**config.mk**
```make
export PLATFORM = sky130hd
export DESIGN_NAME = eight_bit_adder_unit_flat
export DESIGN_NICKNAME = d
export VERILOG_FILES = /design/src/rtl/eight_bit_adder_unit_if.sv /design/src/rtl/eight_bit_adder_unit.sv /design/src/flat_wrapper.sv
export SDC_FILE = /design/constraint.sdc
export NUM_CORES = 1
export LEC_CHECK = 0
export ABC_AREA = 0
export BUFFER_PORTS_ARGS = -buffer_cell sky130_fd_sc_hd__buf_2
export CORE_UTILIZATION = 43
export CTS_BUF_LIST = sky130_fd_sc_hd__clkbuf_2
export DETAILED_ROUTE_END_ITERATION = 8
export PLACE_DENSITY = 0.81
export SETUP_SLACK_MARGIN = 0.05
export SKIP_CTS_REPAIR_TIMING = 1
export SLEW_MARGIN = 20
export SYNTH_ARGS = -nofsm -noshare
export SYNTH_HDL_FRONTEND = slang
export SYNTH_SLANG_ARGS = --single-unit
```
**constraint.sdc**
```tcl
create_clock -name clk -period 4.1 [get_ports clk]
set_input_delay 0.205 -clock clk [delete_from_list [all_inputs] [get_ports clk]]
set_output_delay 0.205 -clock clk [all_outputs]
set_load 0.03 [all_outputs]
```
**src/rtl/eight_bit_adder_unit_if.sv**
```systemverilog
// Operand, sum and condition-flag bundle between the B/C registers, the adder and the sequencer.
// No valid/ready handshake: operands are sampled continuously, and flag_en is a one-cycle capture strobe.
interface eight_bit_adder_unit_if;
   logic [7:0] b;
   logic [7:0] c;
   logic       flag_en;
   logic [7:0] adder_out;
   logic       carry;
   logic [7:0] sum_q;
   logic       carry_q;
   logic       zero_q;
   logic       sign_q;

   modport master (
      output b, c, flag_en,
      input  adder_out, carry, sum_q, carry_q, zero_q, sign_q
   );

   modport slave (
      input  b, c, flag_en,
      output adder_out, carry, sum_q, carry_q, zero_q, sign_q
   );
endinterface

```
**src/rtl/eight_bit_adder_unit.sv**
```systemverilog
// Ripple-carry 8-bit adder for the relay ALU with a clocked sum/carry/zero/sign flag register.
// The sum path is purely combinational; the flags load on clk when flag_en is high.
module eight_bit_adder_unit (
   input  logic                  clk,
   input  logic                  reset,
   eight_bit_adder_unit_if.slave bus
);
   localparam int WIDTH = 8;

   logic [WIDTH-1:0] s;
   logic [WIDTH:0]   k;

   logic [WIDTH-1:0] sum_d, sum_q;
   logic             carry_d, carry_q;
   logic             zero_d, zero_q;
   logic             sign_d, sign_q;

   // One full adder per bit, carry rippling from bit 0 upward with no carry-in.
   always_comb begin
      s    = '0;
      k    = '0;
      k[0] = 1'b0;
      for (int i = 0; i < WIDTH; i++) begin
         s[i]   = bus.b[i] ^ bus.c[i] ^ k[i];
         k[i+1] = (bus.b[i] & bus.c[i]) | (k[i] & (bus.b[i] ^ bus.c[i]));
      end
   end

   assign bus.adder_out = s;
   assign bus.carry     = k[WIDTH];

   always_comb begin
      sum_d   = sum_q;
      carry_d = carry_q;
      zero_d  = zero_q;
      sign_d  = sign_q;
      if (bus.flag_en) begin
         sum_d   = s;
         carry_d = k[WIDTH];
         zero_d  = (s == '0);
         sign_d  = s[WIDTH-1];
      end
   end

   // Reset state reports a zero result: sum 0, zero flag set.
   always_ff @(posedge clk or posedge reset) begin
      if (reset) begin
         sum_q   <= '0;
         carry_q <= 1'b0;
         zero_q  <= 1'b1;
         sign_q  <= 1'b0;
      end else begin
         sum_q   <= sum_d;
         carry_q <= carry_d;
         zero_q  <= zero_d;
         sign_q  <= sign_d;
      end
   end

   assign bus.sum_q   = sum_q;
   assign bus.carry_q = carry_q;
   assign bus.zero_q  = zero_q;
   assign bus.sign_q  = sign_q;
endmodule

```
**src/flat_wrapper.sv**
```systemverilog
// flat-port wrapper written by rule: the top's interface ports become plain ports
module eight_bit_adder_unit_flat 
  (clk, reset, bus_b, bus_c, bus_flag_en, bus_adder_out, bus_carry, bus_sum_q, bus_carry_q, bus_zero_q, bus_sign_q);
  eight_bit_adder_unit_if bus_i ();
  input  logic clk;
  input  logic reset;
  input wire logic [$bits(bus_i.b)-1:0] bus_b;
  input wire logic [$bits(bus_i.c)-1:0] bus_c;
  input wire logic [$bits(bus_i.flag_en)-1:0] bus_flag_en;
  output wire logic [$bits(bus_i.adder_out)-1:0] bus_adder_out;
  output wire logic [$bits(bus_i.carry)-1:0] bus_carry;
  output wire logic [$bits(bus_i.sum_q)-1:0] bus_sum_q;
  output wire logic [$bits(bus_i.carry_q)-1:0] bus_carry_q;
  output wire logic [$bits(bus_i.zero_q)-1:0] bus_zero_q;
  output wire logic [$bits(bus_i.sign_q)-1:0] bus_sign_q;
  assign bus_i.b = bus_b;
  assign bus_i.c = bus_c;
  assign bus_i.flag_en = bus_flag_en;
  assign bus_adder_out = bus_i.adder_out;
  assign bus_carry = bus_i.carry;
  assign bus_sum_q = bus_i.sum_q;
  assign bus_carry_q = bus_i.carry_q;
  assign bus_zero_q = bus_i.zero_q;
  assign bus_sign_q = bus_i.sign_q;
  eight_bit_adder_unit u_core (.clk(clk), .reset(reset), .bus(bus_i));
endmodule
```
=== Yosys cells after proc, flatten, opt, wreduce, memory -nomap -nowiden ===
Cells that the tools add are included.

* Flip-flop bits (word level): 11
* Input port bits: 19
* Logic and storage cells: 42

* Bitwise logic cells: 37
* Reductions and logical operators: 1

{| class="wikitable"
|+ Operator list
! kind !! count
|-
| 1-bit AND || 15
|-
| 1-bit bitwise XOR || 15
|-
| 8-bit logical NOT || 1
|-
| 1-bit bitwise OR || 7
|}

=== Logic depth before layout (Yosys ltp) ===
* Depth in word-level cells: 15
* Mapped depth: 13

=== Least setup slack after synthesis ===
OpenSTA, ideal clock, no wires.

* Kind: input-to-reg
* Start: input port bus_c[0]
* End: register u_core.zero_q (netlist: u_core.bus.zero_q)
* Setup time: 0.078 ns
* Arrival time: 3.410 ns
* Slack: 0.612 ns
* Cell stages on the path: 13
* Buffers on the path: 0
* Cells stage by stage: ha_1 fa_1 fa_1 fa_1 inv_1 fa_1 inv_1 fa_1 fa_1 inv_1 fa_1 and4bb_2 a31o_2

* Longest elaborated chain between the ends: 15
* Elaborated cells between the ends (all ways): 22
* Classes of those cells: bitwise: 21; reduce/logical: 1

{| class="wikitable"
|+ Ends and longest elaborated chain
! element !! RTL line !! RTL
|-
| start, declared || flat_wrapper.sv:8 || <nowiki>input wire logic [$bits(bus_i.c)-1:0] bus_c;</nowiki>
|-
| 1-bit AND (2 in series) || eight_bit_adder_unit.sv:25 || <nowiki>k[i+1] = (bus.b[i] & bus.c[i]) | (k[i] & (bus.b[i] ^ bus.c[i]));</nowiki>
|-
| 1-bit bitwise OR || eight_bit_adder_unit.sv:25 ||
|-
| 1-bit AND || eight_bit_adder_unit.sv:25 ||
|-
| 1-bit bitwise OR || eight_bit_adder_unit.sv:25 ||
|-
| 1-bit AND || eight_bit_adder_unit.sv:25 ||
|-
| 1-bit bitwise OR || eight_bit_adder_unit.sv:25 ||
|-
| 1-bit AND || eight_bit_adder_unit.sv:25 ||
|-
| 1-bit bitwise OR || eight_bit_adder_unit.sv:25 ||
|-
| 1-bit AND || eight_bit_adder_unit.sv:25 ||
|-
| 1-bit bitwise OR || eight_bit_adder_unit.sv:25 ||
|-
| 1-bit AND || eight_bit_adder_unit.sv:25 ||
|-
| 1-bit bitwise OR || eight_bit_adder_unit.sv:25 ||
|-
| 1-bit bitwise XOR || eight_bit_adder_unit.sv:24 || <nowiki>s[i] = bus.b[i] ^ bus.c[i] ^ k[i];</nowiki>
|-
| 8-bit logical NOT * || eight_bit_adder_unit.sv:40 || <nowiki>zero_d = (s == '0);</nowiki>
|-
| end signal, assigned || eight_bit_adder_unit.sv:55 || <nowiki>zero_q <= zero_d;</nowiki>
|-
| end, declared || eight_bit_adder_unit.sv:15 || <nowiki>logic zero_d, zero_q;</nowiki>
|}

Every way passes the cells marked *; elsewhere a longest branch is shown, timed or not.
A chain may end at the register's enable or synchronous reset.

=== Worst setup path in the final report ===
* Start: input port bus_c[0]
* End: output port bus_adder_out[7]

* Longest elaborated chain between the ends: 14

{| class="wikitable"
|+ Ends and longest elaborated chain
! element !! RTL line !! RTL
|-
| 1-bit AND (2 in series) || eight_bit_adder_unit.sv:25 ||
|-
| 1-bit bitwise OR || eight_bit_adder_unit.sv:25 ||
|-
| 1-bit AND || eight_bit_adder_unit.sv:25 ||
|-
| 1-bit bitwise OR || eight_bit_adder_unit.sv:25 ||
|-
| 1-bit AND || eight_bit_adder_unit.sv:25 ||
|-
| 1-bit bitwise OR || eight_bit_adder_unit.sv:25 ||
|-
| 1-bit AND || eight_bit_adder_unit.sv:25 ||
|-
| 1-bit bitwise OR || eight_bit_adder_unit.sv:25 ||
|-
| 1-bit AND || eight_bit_adder_unit.sv:25 ||
|-
| 1-bit bitwise OR || eight_bit_adder_unit.sv:25 ||
|-
| 1-bit AND || eight_bit_adder_unit.sv:25 ||
|-
| 1-bit bitwise OR || eight_bit_adder_unit.sv:25 ||
|-
| 1-bit bitwise XOR || eight_bit_adder_unit.sv:24 ||
|-
| end, declared || flat_wrapper.sv:10 || <nowiki>output wire logic [$bits(bus_i.adder_out)-1:0] bus_adder_out;</nowiki>
|}

Every way passes these cells.

==> summary.md <==
| Metric | Value |
|---|---|
| Synth Net Count | `73` |
| Sequential share of the synthesized area | `about two fifths` |
| N_diodes | `0` |
| Sw Ratio | `~44%` |
| Top post-synthesis cells by area | `dfrtp_1, fa_1, mux2_4, inv_1, dfstp_2` |
| Clock root cell | `clkbuf_2` |
| CP arrival | `about 3500 ps` |
| Clk pwr share | `between 10% and 20%` |
| Final Power | `roughly 0.36 mW` |
| Dpl ws | `around 340 ps` |
| Die width | `39.8 µm` |
| GRT Residual Overflow | `0` |
| Synth top area share | `between 30% and 40%` |
| Placed Area | `between 800 and 900 µm²` |
| Reg-to-Reg End | `u_core.bus.zero_q$_DFFE_PP1P_` |
| VDD IR max | `roughly 0.19 mV` |
| Fmax | `273 MHz` |
| Fin. Hold Viols | `0` |
| Fin. max-slew vios | `0` |
| FF-to-FF Start | `u_core.bus.zero_q$_DFFE_PP1P_` |
| Net Switching | `approximately 0.16 mW` |
| CORE AREA | `0.00132 mm²` |
| Min-Delay Path Class | `in -> reg` |
| Clock network latency to the later pin of the worst-skew pair | `240 ps` |
| Most common cell in the netlist | `inv_1` |
| Die H | `~40 µm` |
| Vias | `between 400 and 500` |
| CTS Sinks | `10` |
| GRT Util Overall | `16.8%` |
| ANT nets after route | `0` |
| Synth async-reset ratio | `100%` |
| Largest net degree at the start of global routing | `14` |
| Share of cells above drive strength 1 | `58.6%` |
| Synth area leader | `dfrtp_1` |
| CP endpoint | `bus_adder_out[7]` |
| RSZ-0062 raised after global routing | `false` |
| Final instance area | `approximately 830 µm²` |
| DP Wirelength | `a little under 1000 µm` |
| Post-synth EDFFs | `0` |
| Layout Nets | `about 120` |
| Htree depth | `1` |
| DRC Markers | `0` |
| Vias per cell | `4.54` |
| Wire per inst | `approximately 11 µm` |
| CTS tree | `built` |
| Fillers | `between 100 and 150` |
| Rows | `13` |
| Gpl congestion | `0.736` |
| Hold Slack | `337 ps` |
| YS warnings | `0` |
| Layout area overhead | `35.7%` |
| Count of cell types in the netlist | `15` |
| Clock Pin Slew Worst Setup and Hold Paths | `roughly 110 ps` |
| Slew HR | `76.2%` |
| Setup TNS | `0 ps` |
| Routed WL | `between 1000 and 1500 µm` |
| Num ports | `39` |
| Final worst path period share | `between 80% and 90%` |
| Int Pwr | `0.202 mW` |
| Worst Path Required | `just under 4000 ps` |
| Mapped Cells | `46` |
| Synthesized area | `~610 µm²` |
| CP Launch Type | `input port` |
| Worst-path fanout max | `3` |
| Setup-failing EPs final | `0` |
| Reg2reg setup slack | `3290 ps` |
| Reported max-cap violation count | `0` |
| Clk_skew | `0 ps` |
| Primary FF master, synth | `dfrtp_1` |
| Worst Tran Pin Value | `356 ps` |
| Final worst path period need | `approximately 3700 ps` |
| LEAKAGE | `0.467 nW` |
| Post-Syn Area per Cell | `about 13 µm²` |
| CP Launch Point | `bus_c[0]` |
| Comb pwr share | `between 50% and 60%` |
| Crit end category | `output pin` |
| First-pass GRT wire length | `about 1600 µm` |
| PortBufs | `38` |
| Total CTS buffers | `3` |
| DIE AREA | `between 0.0015 and 0.002 mm²` |
| Max Root-Sink Buffers | `2` |
| Setup CP Type | `in -> out` |
| Top cells by count, synth | `inv_1, dfrtp_1, fa_1` |
| Worst Reg-to-Reg Cells | `2` |
| Initial Utilization | `between 40% and 50%` |
| Share of power burned in registers | `between 30% and 40%` |
| PD cells | `between 400 and 500 mW/mm²` |
| Number of global-route vias before repair | `408` |
| DR iter-0 viols | `9` |
| Initial antenna violation count | `0` |
| Yosys reg bits | `10` |
| Drt first pass iters | `3` |
| Status | `finished clean` |
| Final setup margin | `~440 ps` |
[area by class of cell]
class | instances | area (µm²) | area share [%]
flip-flops and latches | 10 | 251 | 30.2
clock buffers | 3 | 15.0 | 1.80
repair buffers | 39 | 200 | 24.1
clock inverters | 1 | 3.75 | 0.451
multi-input cells | 23 | 302 | 36.2
inverters | 11 | 41.3 | 4.96
well taps | 15 | 18.8 | 2.26
[cells by family (layout without fill, tap and decap cells)]
group	after synthesis	after routing	synth area share, %
buf+inv	13	54	9.80
flops	10	10	41.0
fa+ha+maj	8	8	24.9
mux	7	7	15.9
simple gates	5	5	5.31
compound gates	3	3	3.06
[power by group through the flow]
| stage | Sequential [mW] | Combinational [mW] | Clock (mW) |
|---|---|---|---|
| 2_1_floorplan | 0.165 | 0.0958 | 0 |
| 3_3_place_gp | 0.128 | 0.178 | 0 |
| 6_report | 0.127 | 0.181 | 0.0537 |
| 5_1_grt | 0.129 | 0.195 | 0.0619 |
| 4_1_cts | 0.127 | 0.182 | 0.0566 |
| 3_5_place_dp | 0.129 | 0.182 | 0 |
[registers in the layout, summed over array words and instances, names as in the netlist]
name                cells
u_core.bus.sum_q        8
u_core.bus.zero_q       1
u_core.bus.carry_q      1
[per-stage QoR]
step / cells / util [%]
after detailed placement: 97 / 61.0
final: 102 / 63.2
after global placement: 97 / 61.0
after global routing: 102 / 63.2
after CTS: 101 / 62.4
after floorplan: 46 / -
[worst min-delay path by stage]
| stage | depth (start not counted) | slack (ps) | end | start |
|---|---|---|---|---|
| 2_1_floorplan | 1 | 40 | u_core.bus.carry_q$_DFFE_PP0P_ | reset |
| 3_3_place_gp | 2 | 180 | u_core.bus.sum_q[6]$_DFFE_PP0P_ | reset |
| 3_5_place_dp | 2 | 190 | u_core.bus.carry_q$_DFFE_PP0P_ | reset |
| 4_1_cts | 2 | -110 | u_core.bus.sum_q[2]$_DFFE_PP0P_ | reset |
| 5_1_grt | 2 | 360 | u_core.bus.zero_q$_DFFE_PP1P_ | bus_flag_en |
| 6_report | 2 | 340 | u_core.bus.sum_q[4]$_DFFE_PP0P_ | bus_flag_en |
[layout by cell type, fill, tap and decap left out]
| master | instances |
|---|---|
| mux2_2 | 2 |
| mux2_4 | 5 |
| nor2_1 | 2 |
| clkbuf_2 | 3 |
| fa_1 | 7 |
| ha_1 | 1 |
| clkinv_1 | 1 |
| nor4_1 | 1 |
| dlygate4sd3_1 | 1 |
| a21oi_1 | 2 |
| nor2b_1 | 1 |
| dfstp_2 | 1 |
| dfrtp_1 | 9 |
| a31o_2 | 1 |
| buf_2 | 38 |
| inv_1 | 11 |
| and4bb_2 | 1 |
[worst max-delay path: stages]
cell and delay, ps:
buf_2 100, ha_1 200, fa_1 370, fa_1 380, fa_1 360, inv_1 70, fa_1 170, inv_1 50
fa_1 370, fa_1 370, inv_1 80, fa_1 470, inv_1 80, buf_2 190
[per-layer routing]
layer | vias to the layer above | wire [µm] | GRT usage (%)
li1 | 222 | - | -
met1 | 216 | 475 | 20.6
met2 | 23 | 606 | 26.6
met3 | 2 | 54 | 1.70
met4 | 0 | 8 | 12.9
met5 | - | 0 | 0
No activity file was read; power rests on OpenSTA's default activity.
